**config.mk**
```make
export PLATFORM = sky130hd
export DESIGN_NAME = maxpool_relu
export DESIGN_NICKNAME = d
export VERILOG_FILES = /design/src/rtl/cnn_pkg.sv /design/src/rtl/pool_row_buf.sv /design/src/rtl/maxpool_relu.sv
export SDC_FILE = /design/constraint.sdc
export NUM_CORES = 1
export LEC_CHECK = 0
export CAP_MARGIN = 0
export CORE_UTILIZATION = 61
export DETAILED_ROUTE_END_ITERATION = 7
export PLACE_DENSITY = 0.8
export RECOVER_POWER = 50
export SLEW_MARGIN = 5
export SYNTH_ARGS = -nofsm -noshare
export SYNTH_HDL_FRONTEND = slang
export SYNTH_SLANG_ARGS = --single-unit
```
**constraint.sdc**
```tcl
create_clock -name clk -period 5.7 [get_ports clk]
set_clock_uncertainty 0.2 [all_clocks]
set_input_delay 0.855 -clock clk [delete_from_list [all_inputs] [get_ports clk]]
set_output_delay 0.855 -clock clk [all_outputs]
set_load 0.01 [all_outputs]
```
**src/rtl/cnn_pkg.sv**
```systemverilog
// Shared CNN layer defaults, pooling FSM state encoding and width helpers.
package cnn_pkg;

  localparam int DATA_W_DEF = 16;
  localparam int H_DEF      = 28;
  localparam int W_DEF      = 28;
  localparam int OC_DEF     = 7;

  typedef enum logic [1:0] {
    ST_IDLE = 2'd0,
    ST_RUN  = 2'd1,
    ST_DONE = 2'd2
  } pool_state_e;

  // Keeps counter/index widths at least one bit for degenerate sizes such as OC=1.
  function automatic int clog2_min1(input int n);
    return (n <= 1) ? 1 : $clog2(n);
  endfunction

endpackage

```
**src/rtl/pool_row_buf.sv**
```systemverilog
// Row buffer holding the horizontal pair maxima of the even input row, one entry per pooled column.
module pool_row_buf
  import cnn_pkg::*;
#(
  parameter int  DEPTH  = W_DEF / 2,
  parameter int  DATA_W = DATA_W_DEF,
  localparam int AW     = clog2_min1(DEPTH)
) (
  input  logic              clk,
  input  logic              wr_en,
  input  logic [AW-1:0]     wr_addr,
  input  logic [DATA_W-1:0] wr_data,
  input  logic              rd_en,
  input  logic [AW-1:0]     rd_addr,
  output logic [DATA_W-1:0] rd_data
);

  logic [DATA_W-1:0] mem_q [DEPTH];
  logic [DATA_W-1:0] rd_data_q;

  // Contents need no reset; the read register holds its value between reads.
  always_ff @(posedge clk) begin
    if (wr_en) mem_q[wr_addr] <= wr_data;
    if (rd_en) rd_data_q <= mem_q[rd_addr];
  end

  assign rd_data = rd_data_q;

endmodule

```
**src/rtl/maxpool_relu.sv**
```systemverilog
// 2x2 stride-2 signed max-pool over a channel-major raster stream of conv results.
// Define POOL_RELU_EN to clamp each input sample to max(sample,0) before pooling.
module maxpool_relu
  import cnn_pkg::*;
#(
  parameter int  H      = H_DEF,
  parameter int  W      = W_DEF,
  parameter int  OC     = OC_DEF,
  parameter int  DATA_W = DATA_W_DEF,
  localparam int AW     = clog2_min1((H / 2) * (W / 2)),
  localparam int KW     = clog2_min1(OC)
) (
  input  logic              clk,
  input  logic              rst,
  input  logic              start,
  input  logic              in_valid,
  input  logic [DATA_W-1:0] in_data,
  output logic              out_valid,
  output logic [DATA_W-1:0] out_data,
  output logic [AW-1:0]     out_addr,
  output logic [KW-1:0]     out_ch,
  output logic              ch_done,
  output logic              layer_done
);

  localparam int CW        = clog2_min1(W);
  localparam int RW        = clog2_min1(H);
  localparam int BD        = W / 2;
  localparam int BW        = clog2_min1(BD);
  localparam int LAST_ADDR = (H / 2) * (W / 2) - 1;

  pool_state_e state_q;
  logic [CW-1:0] c_q, c_d;
  logic [RW-1:0] r_q, r_d;
  logic [KW-1:0] k_q, k_d;
  logic signed [DATA_W-1:0] prev_q, sample, pair_max, pool_max, buf_rd_data;
  logic beat, last_c, last_r, last_k, buf_wr, buf_rd, emit;
  logic [BW-1:0] buf_idx;
  logic [AW-1:0] addr_d;

  logic              out_valid_q, ch_done_q, layer_done_q;
  logic [DATA_W-1:0] out_data_q;
  logic [AW-1:0]     out_addr_q;
  logic [KW-1:0]     out_ch_q;

  function automatic logic signed [DATA_W-1:0] smax(input logic signed [DATA_W-1:0] a,
                                                     input logic signed [DATA_W-1:0] b);
    return (a > b) ? a : b;
  endfunction

`ifdef POOL_RELU_EN
  assign sample = in_data[DATA_W-1] ? '0 : in_data;
`else
  assign sample = in_data;
`endif

  always_comb begin
    beat   = (state_q == ST_RUN) && in_valid;
    last_c = (c_q == CW'(W - 1));
    last_r = (r_q == RW'(H - 1));
    last_k = (k_q == KW'(OC - 1));
    c_d    = last_c ? '0 : c_q + 1'b1;
    r_d    = r_q;
    k_d    = k_q;
    if (last_c) begin
      r_d = last_r ? '0 : r_q + 1'b1;
      if (last_r) k_d = last_k ? '0 : k_q + 1'b1;
    end
    // Even row stores pair maxima; odd row prefetches the entry on the even column.
    buf_idx  = BW'(c_q >> 1);
    buf_wr   = beat && !r_q[0] && c_q[0];
    buf_rd   = beat && r_q[0] && !c_q[0];
    emit     = beat && r_q[0] && c_q[0];
    pair_max = smax(prev_q, sample);
    pool_max = smax(pair_max, buf_rd_data);
    addr_d   = AW'(int'(r_q >> 1) * BD + int'(c_q >> 1));
  end

  pool_row_buf #(
    .DEPTH (BD),
    .DATA_W(DATA_W)
  ) u_row_buf (
    .clk    (clk),
    .wr_en  (buf_wr),
    .wr_addr(buf_idx),
    .wr_data(pair_max),
    .rd_en  (buf_rd),
    .rd_addr(buf_idx),
    .rd_data(buf_rd_data)
  );

  always_ff @(posedge clk or posedge rst) begin
    if (rst) begin
      state_q      <= ST_IDLE;
      c_q          <= '0;
      r_q          <= '0;
      k_q          <= '0;
      prev_q       <= '0;
      out_valid_q  <= 1'b0;
      ch_done_q    <= 1'b0;
      layer_done_q <= 1'b0;
      out_data_q   <= '0;
      out_addr_q   <= '0;
      out_ch_q     <= '0;
    end else begin
      out_valid_q  <= emit;
      ch_done_q    <= emit && (addr_d == AW'(LAST_ADDR));
      layer_done_q <= (state_q == ST_DONE);
      if (emit) begin
        out_data_q <= pool_max;
        out_addr_q <= addr_d;
        out_ch_q   <= k_q;
      end
      if (beat) begin
        prev_q <= sample;
        c_q    <= c_d;
        r_q    <= r_d;
        k_q    <= k_d;
      end
      case (state_q)
        ST_IDLE: begin
          if (start) begin
            state_q <= ST_RUN;
            c_q     <= '0;
            r_q     <= '0;
            k_q     <= '0;
          end
        end
        ST_RUN: begin
          if (beat && last_c && last_r && last_k) state_q <= ST_DONE;
        end
        default: state_q <= ST_IDLE;
      endcase
    end
  end

  assign out_valid  = out_valid_q;
  assign out_data   = out_data_q;
  assign out_addr   = out_addr_q;
  assign out_ch     = out_ch_q;
  assign ch_done    = ch_done_q;
  assign layer_done = layer_done_q;

endmodule

```
Word-level counts from Yosys, hierarchy flattened --
Memories as Yosys holds them, arrays and structs flattened. A register that Yosys moved wholly into a read port is not among the register bits. Cells that the tools add are included.
Cells by class: order comparisons 2, add/subtract/negate cells 4, multipliers 1, equal/unequal tests 8, reductions and logical operators 14, muxes and demuxes 22
Operators with widths (count):
- 5-bit 2-to-1 mux | 9
- 16-bit greater-than comparator | 2
- 16-bit 2-to-1 mux | 2
- 3-bit 2-to-1 mux | 6
- 5-bit by 1-bit adder with 5-bit output, second input constant | 2
- 5-bit == test, second input constant | 2
- 1-bit logical AND | 10
- 8-bit by 4-bit adder with 8-bit output | 1
- 8-bit == test, second input constant | 1
- 4-bit by 3-bit multiplier with 7-bit output, second input constant | 1
- 2-bit 2-to-1 mux | 2
- 2-bit one-hot mux with 2 select lines | 1
- 3-bit by 1-bit adder with 3-bit output, second input constant | 1
- 3-bit == test, second input constant | 1
- 2-bit by 1-bit == test with 1-bit output, second input constant | 1
- 2-bit == test, second input constant | 1
- 1-bit zero test | 2
- 2-bit zero test | 1
- 1-bit 2-to-1 mux | 2
- 2-bit by 1-bit != test with 1-bit output, second input constant | 1
- 2-bit != test, second input constant | 1
- 2-bit AND reduction | 1
Storage, ports and cells: bits in writable memories 224, bits in registers 61, bits of input ports 20, memories kept 1
Memory list:
- u_row_buf.mem_q | depth 14, bits a word 16, rd ports 1, clocked after Yosys merged registers in 1, write ports 1, line pool_row_buf.sv:18 | logic [DATA_W-1:0] mem_q [DEPTH];

Depth between registers and ports, before layout --
depth after elaboration 7, gate-level depth with buffers 20

Modules after synthesis --
From an unflattened synthesis, not the netlist that was laid out.
Unflattened totals: cells, all modules 878, area total of the unflattened synthesis 13354.1 um^2
Modules (own cells, without submodules):
- pool_row_buf | instances 1, cells each 395, area each 9081.2 um^2
- maxpool_relu | instances 1, cells each 483, area each 4272.8 um^2

Worst setup path after synthesis --
Ideal clock, no wire load.
path type input to register, start point in in_data[13], end point reg out_data_q[15], in the netlist out_data[15], setup slack 24 ps, arrival time 5389 ps, stages 20, required time 5413 ps, path buffers 3, cell sequence inv_1 ha_1 a21o_1 a21o_1 a2111o_1 a211o_1 mux2i_4 buf_8 mux2i_1 inv_1 ha_1 and4b_1 a211oi_1 nor4_1 a2111oi_0 mux2_2 or2_1 buf_2 buf_2 o211ai_1
On the way: longest elaborated chain between the ends 4
RTL lines:
- from (decl) | line maxpool_relu.sv:17 | input logic [DATA_W-1:0] in_data,
- 16-bit greater-than comparator | line maxpool_relu.sv:48 | return (a > b) ? a : b;
- 16-bit 2-to-1 mux | line maxpool_relu.sv:48
- net pair_max[2] | line maxpool_relu.sv:36 | logic signed [DATA_W-1:0] prev_q, sample, pair_max, pool_max, buf_rd_data;
- 16-bit greater-than comparator | line maxpool_relu.sv:48
- 16-bit 2-to-1 mux | line maxpool_relu.sv:48
- to (signal assigned) | line maxpool_relu.sv:110 | out_data_q <= pool_max;
- to (decl) | line maxpool_relu.sv:42 | logic [DATA_W-1:0] out_data_q;
The timed path passes the listed nets, and every way through them passes these cells. A chain may end at the register's enable or synchronous reset.

Worst setup path after layout --
start point in in_data[9], end point reg out_data_q[1], in the netlist out_data[1]
The elaborated chain is that of the path after synthesis.

==> impl_metrics.yaml <==
clock_network:
  cts.sinks: 301
  path_clk_slew_ns: 0.06
  cts_setup_buffers: 0
  cts_root_buf: "clkbuf_16"
  cts_max_level: 1
  ctsHoldBuffers: 0
  cts_tree: "done"
  numCtsBuffers: 30
  clk_latency_ns: 0.56
  clockBufferDepth: 3
synth:
  synth_edf_count: 240
  mappedNetlistArea_um2: 13000
  synthDistinctLibCells: 49
  synth_nets: 868
  ys_seq_area_share_pct: 67.2
  yosys_register_bits: 301
  postSynthAreaPerCell_um2: 16.3
  synthArstFlopShare_pct: 20.3
  yosys_warnings: 0
  syn_inst: 798
  yosys_most_used_dff: "edfxtp_1"
critical_path:
  r2r_cells: 18
  crit_type: "input port to flip-flop"
  crit_arrival_ns: 5.74
  slowest_stage: "clkdlybuf4s50_1"
  reg2reg_from: "prev_q[13]"
  cp.buffers_inverters: 5
  cp_num_cells: 20
  cp-end-kind: "flip-flop"
  critPathMaxFanout: 16
  cp-startpoint: "in_data[9]"
  path_cells: "clkdlybuf4s50_1 -> inv_1 -> ha_1 -> a21oi_1 -> nor3_1 -> a2111o_1 -> a211o_1 -> mux2i_4 -> buf_12 -> mux2i_1 -> inv_1 -> ha_1 -> a21oi_1 -> o21ai_0 -> o2bb2ai_1 -> a2111oi_2 -> mux2_2 -> or2_1 -> buf_4 -> o211ai_1"
  r2r_end: "out_data[1]"
  crit_end: "out_data[1]"
  worst_path_largest_cell_delay_ns: 0.50
  required_ns: 5.97
  startpoint_type: "input port"
  crit_family: "compound AO/OA/AOI/OAI gates"
  rrSetupSlack_ns: 0.67
layout:
  area_growth_pct: 16.4
  n_fill_cell: 1279
  layout.nets: 976
  design_area_um2: 15100
  antenna_cells: 0
  drive_above_1_share_pct: 20.6
routing:
  drt-total-wl_mm: 29.2
  wl_per_cell_um: 24.3
  ant_nets: 0
  drc: 0
  dr_total_vias: 7585
  vias_per_cell: 6.30
  drtPass1Iterations: 5
  drt_iter0_drc: 659
power_and_ir_drop:
  power_frac_seq_pct: 45.3
  p_sw_mw: 1.83
  p_clk_share_pct: 30.0
  irDropWorstVdd_v: 0.000301
  power.leakage_nw: 5.79
  power_density_nw_per_um2: 423
  cellInternalPower_mw: 4.56
  pwr-share-comb_pct: 24.7
  swShare_pct: 28.6
die:
  row_count: 53
  die_w_um: 148
  initial_utilization_pct: 62.0
  dieArea_um2: 21900
  ios: 50
  die-height_um: 148
  core-area_um2: 21000
placement:
  place_area_um2: 14200
  hpwl_mm: 18.2
  gp_congestion: 1.01
  io_buffers: 49
sta:
  relSlewSlack_pct: -115
  post-route-period-util_pct: 96.0
  period_needed_ns: 5.47
  drv_slew: 148
  setup_viol: 0
  fmax_mhz: 183
  hold_viol: 0
  whs_ns: 0.273
  rsz0062_at_grt: "no"
  worst_slew_pin_slew_ns: 3.22
run_status:
  status: "complete, but fails checks"
  violations: "max-capacitance violations, max-slew violations"
global_routing:
  grt_overflow_total: 0
  grt_usage_pct: 28.1
  grt_pass1_vias: 7920
  grt_max_degree: 62
  grt_pass1_wl_mm: 45.3
  antenna_found_initial: 0
hold_path:
  hp-class: "flip-flop to flip-flop"
job:
  maxCapViolCount: 4
layout make-up:
| type | instances | area (um^2) | area share, % |
|---|---|---|---|
| well taps | 275 | 344 | 2.28 |
| multi-input cells | 411 | 3970 | 26.3 |
| flip-flops and latches | 301 | 8730 | 57.8 |
| repair buffers | 109 | 906 | 5.99 |
| clock inverters | 21 | 201 | 1.33 |
| clock buffers | 34 | 766 | 5.06 |
| inverters | 53 | 199 | 1.32 |
tightest hold or removal path, cell delays in order, from the launching register on:
cell     delay (ns)
dfrtp_1        0.34
nand2_1        0.04
o21ai_0        0.06
registers in the layout, summed over array words and instances (netlist names), 5 cells and up:
register           count
u_row_buf.rd_data     16
prev_q                16
u_row_buf.mem_q      224
c_q                    5
out_addr               8
r_q                    5
out_data              16
layout by cell type, fill, tap and decap left out, types with 2 or more instances in the layout:
master,netlist,final
mux2_2,17,17
nor3_4,0,3
nand2_1,81,81
nand4b_1,3,3
mux4_2,64,64
nor4_1,4,4
clkinv_2,0,5
inv_1,52,51
nor2_1,30,30
clkinvlp_4,0,2
xor2_1,4,4
mux2i_1,17,17
fa_1,5,5
buf_4,0,46
clkbuf_1,23,16
clkinv_1,1,9
xnor2_1,7,7
bufinv_16,0,3
dfrtp_1,61,60
a21oi_1,21,21
o21ai_0,21,21
nor3_1,8,4
clkdlybuf4s50_1,0,17
edfxtp_1,240,240
nor2b_1,2,2
a21o_1,7,7
clkbuf_16,0,30
o211ai_2,10,10
dlygate4sd3_1,0,32
nand2b_1,3,3
nand3b_1,2,2
nor3b_1,6,6
nand4_1,6,6
nand3_1,24,24
ha_1,45,45
o211ai_1,5,5
cell usage after synthesis (all sizes together), types with 2 or more instances:
cell type  instances  share of area [%]
nor2              30               0.87
nor2b              2              0.096
clkbuf            23               0.66
buf               10               0.39
o211ai            15                1.3
or2                2              0.096
a21oi             21               0.81
nand3b             2               0.12
mux4              64                 11
nand2b             3               0.14
nor3               8               0.31
xnor2              7               0.47
inv               52                1.5
ha                45                4.3
nor4               4               0.19
nand4              6               0.29
nor3b              6               0.35
o21ai             21               0.81
fa                 5               0.77
mux2              18                1.6
nand3             24               0.92
xor2               4               0.27
dfrtp             61                 12
edfxtp           240                 55
a21o               7               0.40
nand2             81                2.3
nand4b             3               0.20
mux2i             18                1.5
worst min path at each step:
stage / end / start / depth (start not counted)
floorplan: state_q[0] / state_q[1] / 1
global placement: out_addr[7] / out_addr[7] / 2
detailed placement: out_addr[1] / out_addr[1] / 2
CTS: out_addr[6] / out_addr[6] / 2
global route: out_addr[6] / out_addr[6] / 2
finish: out_addr[6] / out_addr[6] / 2
metal layers:
| layer | track usage, % | part of all wire [%] | vias up |
|---|---|---|---|
| met4 | 11.5 | 3.5 | 0 |
| li1 | - | - | 3272 |
| met3 | 3.83 | 7.0 | 84 |
| met5 | 0 | 0 | - |
| met1 | 37.5 | 39 | 3852 |
| met2 | 47.0 | 50 | 377 |
cells by family after synthesis:
| logic type | synth area share (%) |
|---|---|
| AOI/OAI and AO/OA | 4.03 |
| buffers and inverters | 2.59 |
| adders and majority gates | 5.10 |
| xor gates and xnor gates | 0.741 |
| muxes | 14.2 |
| and+or+nand+nor | 6.18 |
| DFF | 67.2 |
metrics by stage:
step                      setup TNS, ns  power (mW)  utilization [%]  instances  setup WS, ns
after CTS                             0        6.44             72.4       1204         0.116
after detailed placement          -7.14        4.50             67.8       1149        -0.508
after global routing                  0        6.63             72.2       1204       0.00803
after floorplan                       0        3.90                -        798        0.0243
final                                 0        6.40             72.2       1204         0.231
after global placement            -1.60        4.41             67.8       1149        -0.122
power by group through the flow:
stage          logic (mW)  registers (mW)  clock network (mW)
3_3_place_gp         1.49            2.92                   0
5_1_grt              1.69            2.92                2.02
6_report             1.58            2.90                1.92
4_1_cts              1.59            2.90                1.94
2_1_floorplan        1.12            2.78                   0
3_5_place_dp         1.56            2.94                   0
timing repair:
item,CTS,global route
setup endpoints to repair,0,15
resized for setup,0,2
hold endpoints to repair,0,0
Note: power is estimated with default switching activity, not from simulation.
